### src/rtl/ibex_pkg.sv
// Shared definitions for the dummy-instruction retire monitor.
// Contents: OPCODE_OP, the dummy op enum (ADD/MUL/DIV/AND), the funct7/funct3
// pair for each dummy op, and a helper that checks a dummy encoding.
package ibex_pkg;

  localparam logic [6:0] OPCODE_OP = 7'h33;

  typedef enum logic [1:0] {
    DUMMY_ADD = 2'b00,
    DUMMY_MUL = 2'b01,
    DUMMY_DIV = 2'b10,
    DUMMY_AND = 2'b11
  } dummy_op_e;

  localparam logic [6:0] FUNCT7_ADD = 7'h00;
  localparam logic [6:0] FUNCT7_MUL = 7'h01;
  localparam logic [6:0] FUNCT7_DIV = 7'h01;
  localparam logic [6:0] FUNCT7_AND = 7'h00;

  localparam logic [2:0] FUNCT3_ADD = 3'b000;
  localparam logic [2:0] FUNCT3_MUL = 3'b000;
  localparam logic [2:0] FUNCT3_DIV = 3'b100;
  localparam logic [2:0] FUNCT3_AND = 3'b111;

  // {funct7, funct3} that identifies each dummy op
  function automatic logic [9:0] dummy_funct(dummy_op_e op);
    logic [9:0] f;
    case (op)
      DUMMY_ADD: f = {FUNCT7_ADD, FUNCT3_ADD};
      DUMMY_MUL: f = {FUNCT7_MUL, FUNCT3_MUL};
      DUMMY_DIV: f = {FUNCT7_DIV, FUNCT3_DIV};
      default:   f = {FUNCT7_AND, FUNCT3_AND};
    endcase
    return f;
  endfunction

  // Dummies must be register-register ops writing x0; rs1/rs2 are free.
  function automatic logic dummy_instr_ok(logic [31:0] instr);
    logic funct_ok;
    funct_ok = 1'b0;
    for (int i = 0; i < 4; i++) begin
      if ({instr[31:25], instr[14:12]} == dummy_funct(dummy_op_e'(i[1:0]))) funct_ok = 1'b1;
    end
    return funct_ok && (instr[6:0] == OPCODE_OP) && (instr[11:7] == 5'd0);
  endfunction

endpackage

### src/rtl/ibex_dummy_tag_fifo.sv
// In-order 1-bit tag queue between ID accept and retire.
// Ports: push_i/tag_i enqueue, pop_i dequeues the head, clear_i empties the
// queue (after any same-cycle pop); head_o is the head tag (0 when empty),
// full_o/empty_o/count_o report occupancy.
// Pointers carry an extra wrap bit so full and empty are distinguishable.
module ibex_dummy_tag_fifo #(
  parameter int unsigned DEPTH = 2,
  localparam int unsigned AW = $clog2(DEPTH)
) (
  input  logic        clk_i,
  input  logic        rst_ni,
  input  logic        push_i,
  input  logic        tag_i,
  input  logic        pop_i,
  input  logic        clear_i,
  output logic        head_o,
  output logic        full_o,
  output logic        empty_o,
  output logic [AW:0] count_o
);

  logic [DEPTH-1:0] mem_q;
  logic [AW:0]      wr_ptr_q, rd_ptr_q;
  logic             do_push, do_pop;

  assign empty_o = (wr_ptr_q == rd_ptr_q);
  assign full_o  = (wr_ptr_q[AW] != rd_ptr_q[AW]) && (wr_ptr_q[AW-1:0] == rd_ptr_q[AW-1:0]);
  assign count_o = wr_ptr_q - rd_ptr_q;
  assign head_o  = ~empty_o & mem_q[rd_ptr_q[AW-1:0]];

  assign do_pop  = pop_i & ~empty_o;
  // A full queue still takes a push when the head leaves in the same cycle.
  assign do_push = push_i & (~full_o | do_pop);

  always_ff @(posedge clk_i or negedge rst_ni) begin
    if (!rst_ni) begin
      mem_q    <= '0;
      wr_ptr_q <= '0;
      rd_ptr_q <= '0;
    end else if (clear_i) begin
      wr_ptr_q <= '0;
      rd_ptr_q <= '0;
    end else begin
      if (do_push) begin
        mem_q[wr_ptr_q[AW-1:0]] <= tag_i;
        wr_ptr_q                <= wr_ptr_q + 1'b1;
      end
      if (do_pop) rd_ptr_q <= rd_ptr_q + 1'b1;
    end
  end

endmodule

### src/rtl/ibex_dummy_instr_monitor.sv
// Retire-side monitor for dummy-instruction insertion.
// Tags each instruction accepted into ID as dummy/real, pops the tag at
// retire, suppresses instret for dummies, checks dummy encodings and raises
// a sticky alarm on malformed dummies or tag-queue over/underflow.
// Ports: id_accept_i/insert_dummy_instr_i/dummy_instr_data_i (ID side),
// instr_retire_i/flush_i (retire side), retire_is_dummy_o/instret_en_o
// (combinational), inflight_o, alarm_o, dummy_retired_cnt_o.
// Optional: define IBEX_DUMMY_MON_CNT_EN to build the saturating counter of
// retired dummies; otherwise dummy_retired_cnt_o is tied to 0.
module ibex_dummy_instr_monitor
  import ibex_pkg::*;
#(
  parameter int unsigned DEPTH = 2,
  parameter int unsigned CNT_W = 16
) (
  input  logic                     clk_i,
  input  logic                     rst_ni,
  input  logic                     id_accept_i,
  input  logic                     insert_dummy_instr_i,
  input  logic [31:0]              dummy_instr_data_i,
  input  logic                     instr_retire_i,
  input  logic                     flush_i,
  output logic                     retire_is_dummy_o,
  output logic                     instret_en_o,
  output logic [$clog2(DEPTH):0]   inflight_o,
  output logic                     alarm_o,
  output logic [CNT_W-1:0]         dummy_retired_cnt_o
);

  logic head_tag, q_full, q_empty;
  logic enc_bad, overflow, underflow;
  logic alarm_q;

  // A flush kills the instruction entering ID, so it never enters the queue.
  ibex_dummy_tag_fifo #(.DEPTH(DEPTH)) u_tag_fifo (
    .clk_i   (clk_i),
    .rst_ni  (rst_ni),
    .push_i  (id_accept_i & ~flush_i),
    .tag_i   (insert_dummy_instr_i),
    .pop_i   (instr_retire_i),
    .clear_i (flush_i),
    .head_o  (head_tag),
    .full_o  (q_full),
    .empty_o (q_empty),
    .count_o (inflight_o)
  );

  assign retire_is_dummy_o = head_tag;
  assign instret_en_o      = instr_retire_i & ~head_tag;

  assign enc_bad   = id_accept_i & insert_dummy_instr_i & ~dummy_instr_ok(dummy_instr_data_i);
  assign overflow  = id_accept_i & ~flush_i & q_full & ~instr_retire_i;
  assign underflow = instr_retire_i & q_empty;

  always_ff @(posedge clk_i or negedge rst_ni) begin
    if (!rst_ni) alarm_q <= 1'b0;
    else         alarm_q <= alarm_q | enc_bad | overflow | underflow;
  end

  assign alarm_o = alarm_q;

`ifdef IBEX_DUMMY_MON_CNT_EN
  logic [CNT_W-1:0] cnt_q;

  always_ff @(posedge clk_i or negedge rst_ni) begin
    if (!rst_ni)                                  cnt_q <= '0;
    else if (instr_retire_i & head_tag & ~&cnt_q) cnt_q <= cnt_q + 1'b1;
  end

  assign dummy_retired_cnt_o = cnt_q;
`else
  assign dummy_retired_cnt_o = '0;
`endif

endmodule

### config.mk
export PLATFORM = sky130hd
export DESIGN_NAME = ibex_dummy_instr_monitor
export DESIGN_NICKNAME = d
export VERILOG_FILES = /design/src/rtl/ibex_pkg.sv /design/src/rtl/ibex_dummy_tag_fifo.sv /design/src/rtl/ibex_dummy_instr_monitor.sv
export SDC_FILE = /design/constraint.sdc
export NUM_CORES = 1
export LEC_CHECK = 0
export ABC_CLOCK_PERIOD_IN_PS = 1700
export CELL_PAD_IN_SITES_DETAIL_PLACEMENT = 1
export CELL_PAD_IN_SITES_GLOBAL_PLACEMENT = 1
export CORE_MARGIN = 5
export CORE_UTILIZATION = 18
export CTS_BUF_LIST = sky130_fd_sc_hd__clkbuf_8
export DETAILED_ROUTE_END_ITERATION = 16
export PLACE_DENSITY_LB_ADDON = 0.05
export SKIP_CTS_REPAIR_TIMING = 1
export SLEW_MARGIN = 25
export SYNTH_ARGS = -nofsm -noshare
export SYNTH_HDL_FRONTEND = slang
export SYNTH_SLANG_ARGS = --single-unit
### constraint.sdc
create_clock -name clk_i -period 1.7 [get_ports clk_i]
set_input_delay 0.34 -clock clk_i [delete_from_list [all_inputs] [get_ports clk_i]]
set_output_delay 0.34 -clock clk_i [all_outputs]
set_load 0.01 [all_outputs]
# Word-level counts from Yosys, hierarchy flattened
# Cells that the tools add are included.
[totals] in_bits=38 elab_cells=59 ff_bits=7 out_inout_bits=21
[classes] order_cmp=3 eq_ne=7 n_mux=13 add_sub_neg=3 n_reduce_logical=9 bitwise=20
[op_table] op="10-bit by 4-bit == test with 1-bit output (second input constant)" n=2
[op_table] op="1-bit AND" n=10
[op_table] op="10-bit by 3-bit == test with 1-bit output (second input constant)" n=1
[op_table] op="10-bit zero test" n=1
[op_table] op="2-bit two-way mux" n=4
[op_table] op="7-bit by 6-bit == test with 1-bit output (second input constant)" n=1
[op_table] op="1-bit two-way mux" n=7
[op_table] op="1-bit inverter" n=6
[op_table] op="5-bit zero test" n=1
[op_table] op="2-bit by 1-bit adder with 2-bit output (second input constant)" n=2
[op_table] op="1-bit logical AND" n=4
[op_table] op="1-bit by 2-bit less-than comparator with 1-bit output (second input constant)" n=2
[op_table] op="1-bit OR" n=4
[op_table] op="2-bit nonzero test" n=2
[op_table] op="2-bit bitwise mux" n=1
[op_table] op="2-bit == test" n=1
[op_table] op="2-bit AND reduction" n=1
[op_table] op="2-bit subtractor" n=1
[op_table] op="1-bit demux with 1-bit select" n=1
[op_table] op="1-bit == test" n=1
[op_table] op="1-bit greater-or-equal comparator (second input constant)" n=1
[op_table] op="1-bit inequality test" n=1

# Logic depth before layout (Yosys ltp)
[depth] ltp_word=12 ltp_mapped=6 mapped_depth_nobuf=6

# Hierarchy
# From an unflattened synthesis, not the netlist that was laid out.
[hier_totals] hier_cells=72 area_unflattened_um2=651.9
[modules_own_cells] mod="ibex_dummy_tag_fifo" seq_area_each_um2=150.1 cells_per_inst=38 instances=1 area_each_um2=371.6
[modules_own_cells] mod="ibex_dummy_instr_monitor" seq_area_each_um2=25.0 cells_per_inst=34 instances=1 area_each_um2=280.3

# Worst setup path after synthesis
# Ideal clock, no wire load.
[synth_path] path_type="reg2reg" start="register u_tag_fifo.rd_ptr_q[0]" end="register u_tag_fifo.mem_q[1]" t_arrival_ns=1.670 path_buffers=0 path_stages_with_launch=6 period_less_slack_ns=1.798 setup_time_ns=0.128 slack_ns=-0.098 required_ns=1.572 path_cell_list="dfrtp_1 -> ha_1 -> inv_1 -> o311a_1 -> nand2_1 -> mux2_1"
[synth_via] elab_chain_cells=6 word_cells_on_any_way=9 cone_classes="2 x eq/ne; 5 x bitwise; 2 x reduce/logical"
[synth_rtl] element="start, declared" line_no="ibex_dummy_tag_fifo.sv:23" rtl="logic [AW:0] wr_ptr_q, rd_ptr_q;"
[synth_rtl] element="start signal, assigned" line_no="ibex_dummy_tag_fifo.sv:48" rtl="if (do_pop) rd_ptr_q <= rd_ptr_q + 1'b1;"
[synth_rtl] element="2-bit == test / 1-bit == test (equally long branches)" line_no="ibex_dummy_tag_fifo.sv:26, ibex_dummy_tag_fifo.sv:27"
[synth_rtl] element="1-bit inverter / 1-bit logical AND (equally long branches)" line_no="ibex_dummy_tag_fifo.sv:31, ibex_dummy_tag_fifo.sv:27"
[synth_rtl] element="1-bit AND / 1-bit inverter (equally long branches)" line_no="ibex_dummy_tag_fifo.sv:31, ibex_dummy_tag_fifo.sv:33"
[synth_rtl] element="1-bit OR (*)" line_no="ibex_dummy_tag_fifo.sv:33" rtl="assign do_push = push_i & (~full_o | do_pop);"
[synth_rtl] element="1-bit AND (*)" line_no="ibex_dummy_tag_fifo.sv:33"
[synth_rtl] element="2-bit AND reduction (no line) (*)"
[synth_rtl] element="end signal, assigned by index" line_no="ibex_dummy_tag_fifo.sv:45" rtl="mem_q[wr_ptr_q[AW-1:0]] <= tag_i;"
[synth_rtl] element="end, declared" line_no="ibex_dummy_tag_fifo.sv:22" rtl="logic [DEPTH-1:0] mem_q;"
# Every way passes the cells marked *; elsewhere a longest branch is shown, timed or not.
# A chain may end at the register's enable or synchronous reset.

# Worst setup path after layout
[layout_path] start="register u_tag_fifo.wr_ptr_q[0]" end="output instret_en_o"
[layout_via] elab_chain_cells=5
[layout_rtl] element="start, declared" line_no="ibex_dummy_tag_fifo.sv:23"
[layout_rtl] element="start signal, assigned" line_no="ibex_dummy_tag_fifo.sv:46" rtl="wr_ptr_q <= wr_ptr_q + 1'b1;"
[layout_rtl] element="2-bit == test" line_no="ibex_dummy_tag_fifo.sv:26" rtl="assign empty_o = (wr_ptr_q == rd_ptr_q);"
[layout_rtl] element="1-bit inverter" line_no="ibex_dummy_tag_fifo.sv:29" rtl="assign head_o = ~empty_o & mem_q[rd_ptr_q[AW-1:0]];"
[layout_rtl] element="1-bit AND" line_no="ibex_dummy_tag_fifo.sv:29"
[layout_rtl] element="1-bit inverter" line_no="ibex_dummy_instr_monitor.sv:49" rtl="assign instret_en_o = instr_retire_i & ~head_tag;"
[layout_rtl] element="1-bit AND" line_no="ibex_dummy_instr_monitor.sv:49"
[layout_rtl] element="end, declared" line_no="ibex_dummy_instr_monitor.sv:24" rtl="output logic instret_en_o,"
# Every way passes these cells.

==> metrics <==
status=complete, no violations; HPWL Detailed=1680 microns; startpoint types=flip-flop; Core Util, Final=34.7%; Worst Path Required=1.36 ns; gr ovfl total=0; Routability Congestion=0.730; PwrDens=806 nW/um^2; DRC=0; Synth Area in Compound Gates=13.5%; Initial Util=18.4%; Via density=3.84; simple-gate share of the synthesized area=20.9%; Post-Synth Adder-Cell Area=2.07%; Max Clk Rate=0.601 GHz; filler instances=377; initial DRC count=19; post-synth top area cell=dfrtp_1; Yosys cell types=27; vias in the first global route=632; peak supply drop=235 uV; Seq/Total Area, Yosys=29.0%; synthesized cell area=604 sq um; Total Power=0.000919 W; CP Buf/Inv Count=2; post-layout min period=1.66 ns; FP Rows=21; Slowest cell on crit path=dfrtp_1; crit share post-route=97.9%; RSZ-0062 raised after global routing=true; Synth Warn #=0; initial antenna violation count=0; #FFs+latches synth=7; first-pass GRT wire length=2760 microns; Final Hold Fails=0; CTS tree=done; Top-Level Pins=59; final wirelength=1940 microns; Post-Syn Area per Cell=9.59 sq um; Area growth syn-to-layout=88.6%; core box area=3280 sq um; Antenna diodes=0; post-synthesis xor/xnor area fraction=7.04%; CTS Buf Count=3; Die X=67.9 microns; DR WL/cell=12.3 microns; worst slack, placed=-0.343 ns; largest net degree at the start of global routing=8; crit path capture type=output pin; Arrival @ worst endpoint=1.32 ns; cell area after layout=1140 sq um; DP Area=1030 sq um; Worst Path Class, Setup=reg -> out; Crit path max-delay family=flip-flops; skew final=0.00164 ns; final worst slack=0.0356 ns; max_cap viols=0; Die Y=67.9 microns; CP peak stage delay=0.39 ns; Clock Tree Buf Depth=2; largest cells by area after synthesis=dfrtp_1 (29%), buf_4 (20%), xnor2_1 (4.3%), nor4_4 (3.5%), a21oi_1 (3.3%); Routed Antenna Nets=0; IO buf count=32; CTS H-tree lvls=1; R2R Setup Slk=0.05 ns; hold_ws=0.384 ns; worst skew pair latency=0.23 ns; CTS clk-pin slew, worst paths=0.04 ns; HP Class=in -> async; Final Setup Violations=0; die area=4620 sq um; Final Max Tran Viols=0; clock sinks=7; post-synthesis mux area share=5.18%; Clock Tree Root=clkbuf_8; largest family of logic cells by synthesized area=buffers and inverters; Mapped Cells=63; detailed-router iteration count before antenna repair=4; Total Routing Usage GR=8.17%; P_leak=0.575 nW; crit-path max FO=2; via count of the routed design=607; CP Cell Sequence=inv_2, ha_4, a21oi_1, nor2b_1, dlymetal6s2s_1; nets=152; share of the synthesized area in the top cell type=29.0%; share of cells above drive strength 1=28.6%
## registers in the layout (all words and copies together) (netlist names)
name and count:
u_tag_fifo.wr_ptr_q 2, u_tag_fifo.mem_q 2, u_tag_fifo.rd_ptr_q 2, alarm_o 1
## cells in the final DEF, fill, tap and decap left out
| master | n |
|---|---|
| clkdlybuf4s50_1 | 24 |
| conb_1 | 16 |
| buf_4 | 14 |
| dlymetal6s2s_1 | 8 |
| dfrtp_1 | 6 |
| a21oi_1 | 3 |
| nand2_1 | 3 |
| nor2_1 | 3 |
| clkbuf_8 | 3 |
| xnor2_2 | 2 |
| xnor2_1 | 2 |
| inv_2 | 2 |
| mux2i_1 | 2 |
| nor2b_1 | 2 |
| inv_1 | 2 |
| and3_1 | 1 |
| nor3_1 | 1 |
| or4_4 | 1 |
| nor3_2 | 1 |
| nor4_2 | 1 |
| nand4bb_1 | 1 |
| nor4_4 | 1 |
| o2111ai_1 | 1 |
| or4b_1 | 1 |
| a21oi_2 | 1 |
| a311o_1 | 1 |
| o311a_4 | 1 |
| nand2_4 | 1 |
| mux2_4 | 1 |
| a21boi_2 | 1 |
| a31o_1 | 1 |
| a21boi_1 | 1 |
| a311oi_1 | 1 |
| ha_4 | 1 |
| dfrtp_2 | 1 |
## metal layers
layer | share of wire (%) | track usage [%] | wire length, microns
met2 | 50 | 13.1 | 966
met4 | 2.4 | 5.21 | 46
met1 | 39 | 9.55 | 755
met5 | 0 | 0 | 0
met3 | 8.7 | 2.13 | 169
## kinds of logic after synthesis
kind of cell	count (synthesis)
other	1
multiplexers	3
flip-flops	7
adder cells (fa/ha/maj)	1
XOR/XNOR	4
buffers and inverters	19
AO/OA/AOI/OAI	11
AND/OR/NAND/NOR	17
## worst paths after layout
kind	cells after the start	start	end
min in group clk_i	1	alarm_o	alarm_o
worst min-delay path	1	rst_ni	u_tag_fifo.rd_ptr_q[1]
worst max register to register	6	u_tag_fifo.rd_ptr_q[0]	u_tag_fifo.mem_q[1]
max in group asynchronous	1	rst_ni	u_tag_fifo.rd_ptr_q[0]
worst min register to register	1	alarm_o	alarm_o
worst max-delay path	5	u_tag_fifo.wr_ptr_q[0]	instret_en_o
## stage by stage
stage | TNS (ns) | cells
finish | 0 | 158
global route | -0.0818 | 158
CTS | -1.42 | 156
detailed placement | -0.964 | 152
global placement | -0.822 | 152
floorplan | 0 | 78
## power breakdown
part           leakage [nW]  total, W  switching, W  internal [W]
sequential           0.0860  0.000228     0.0000284      0.000200
combinational         0.462  0.000460      0.000190      0.000270
clock                0.0269  0.000231     0.0000749      0.000156
total                 0.575  0.000919      0.000293      0.000626
## cells in the mapped netlist
cell type   n
xnor2_2     1
conb_1      1
nand2_1     4
o2111ai_1   1
inv_1       3
xnor2_1     3
nand4bb_1   1
a311o_1     1
nor4_4      1
a311oi_1    1
or4b_1      1
nor2b_1     2
a21oi_1     4
o311a_1     1
nor4_2      1
nor3_1      1
ha_1        1
nor2_1      3
mux2_1      1
and3_1      1
mux2i_1     2
a21boi_1    2
nor3_2      1
a31o_1      1
buf_4      16
dfrtp_1     7
or4_4       1
## cell type report
| class | count | area [sq um] | share of cell area (%) |
|---|---|---|---|
| Sequential cell | 7 | 176 | 15.5 |
| Timing Repair Buffer | 46 | 445 | 39.1 |
| Clock buffer | 3 | 41.3 | 3.62 |
| Clock inverter | 1 | 3.75 | 0.329 |
| Tap cell | 46 | 57.6 | 5.05 |
| Inverter | 3 | 11.3 | 0.988 |
| Multi-Input combinational cell | 52 | 404 | 35.5 |
(Power assumes the default switching activity.)
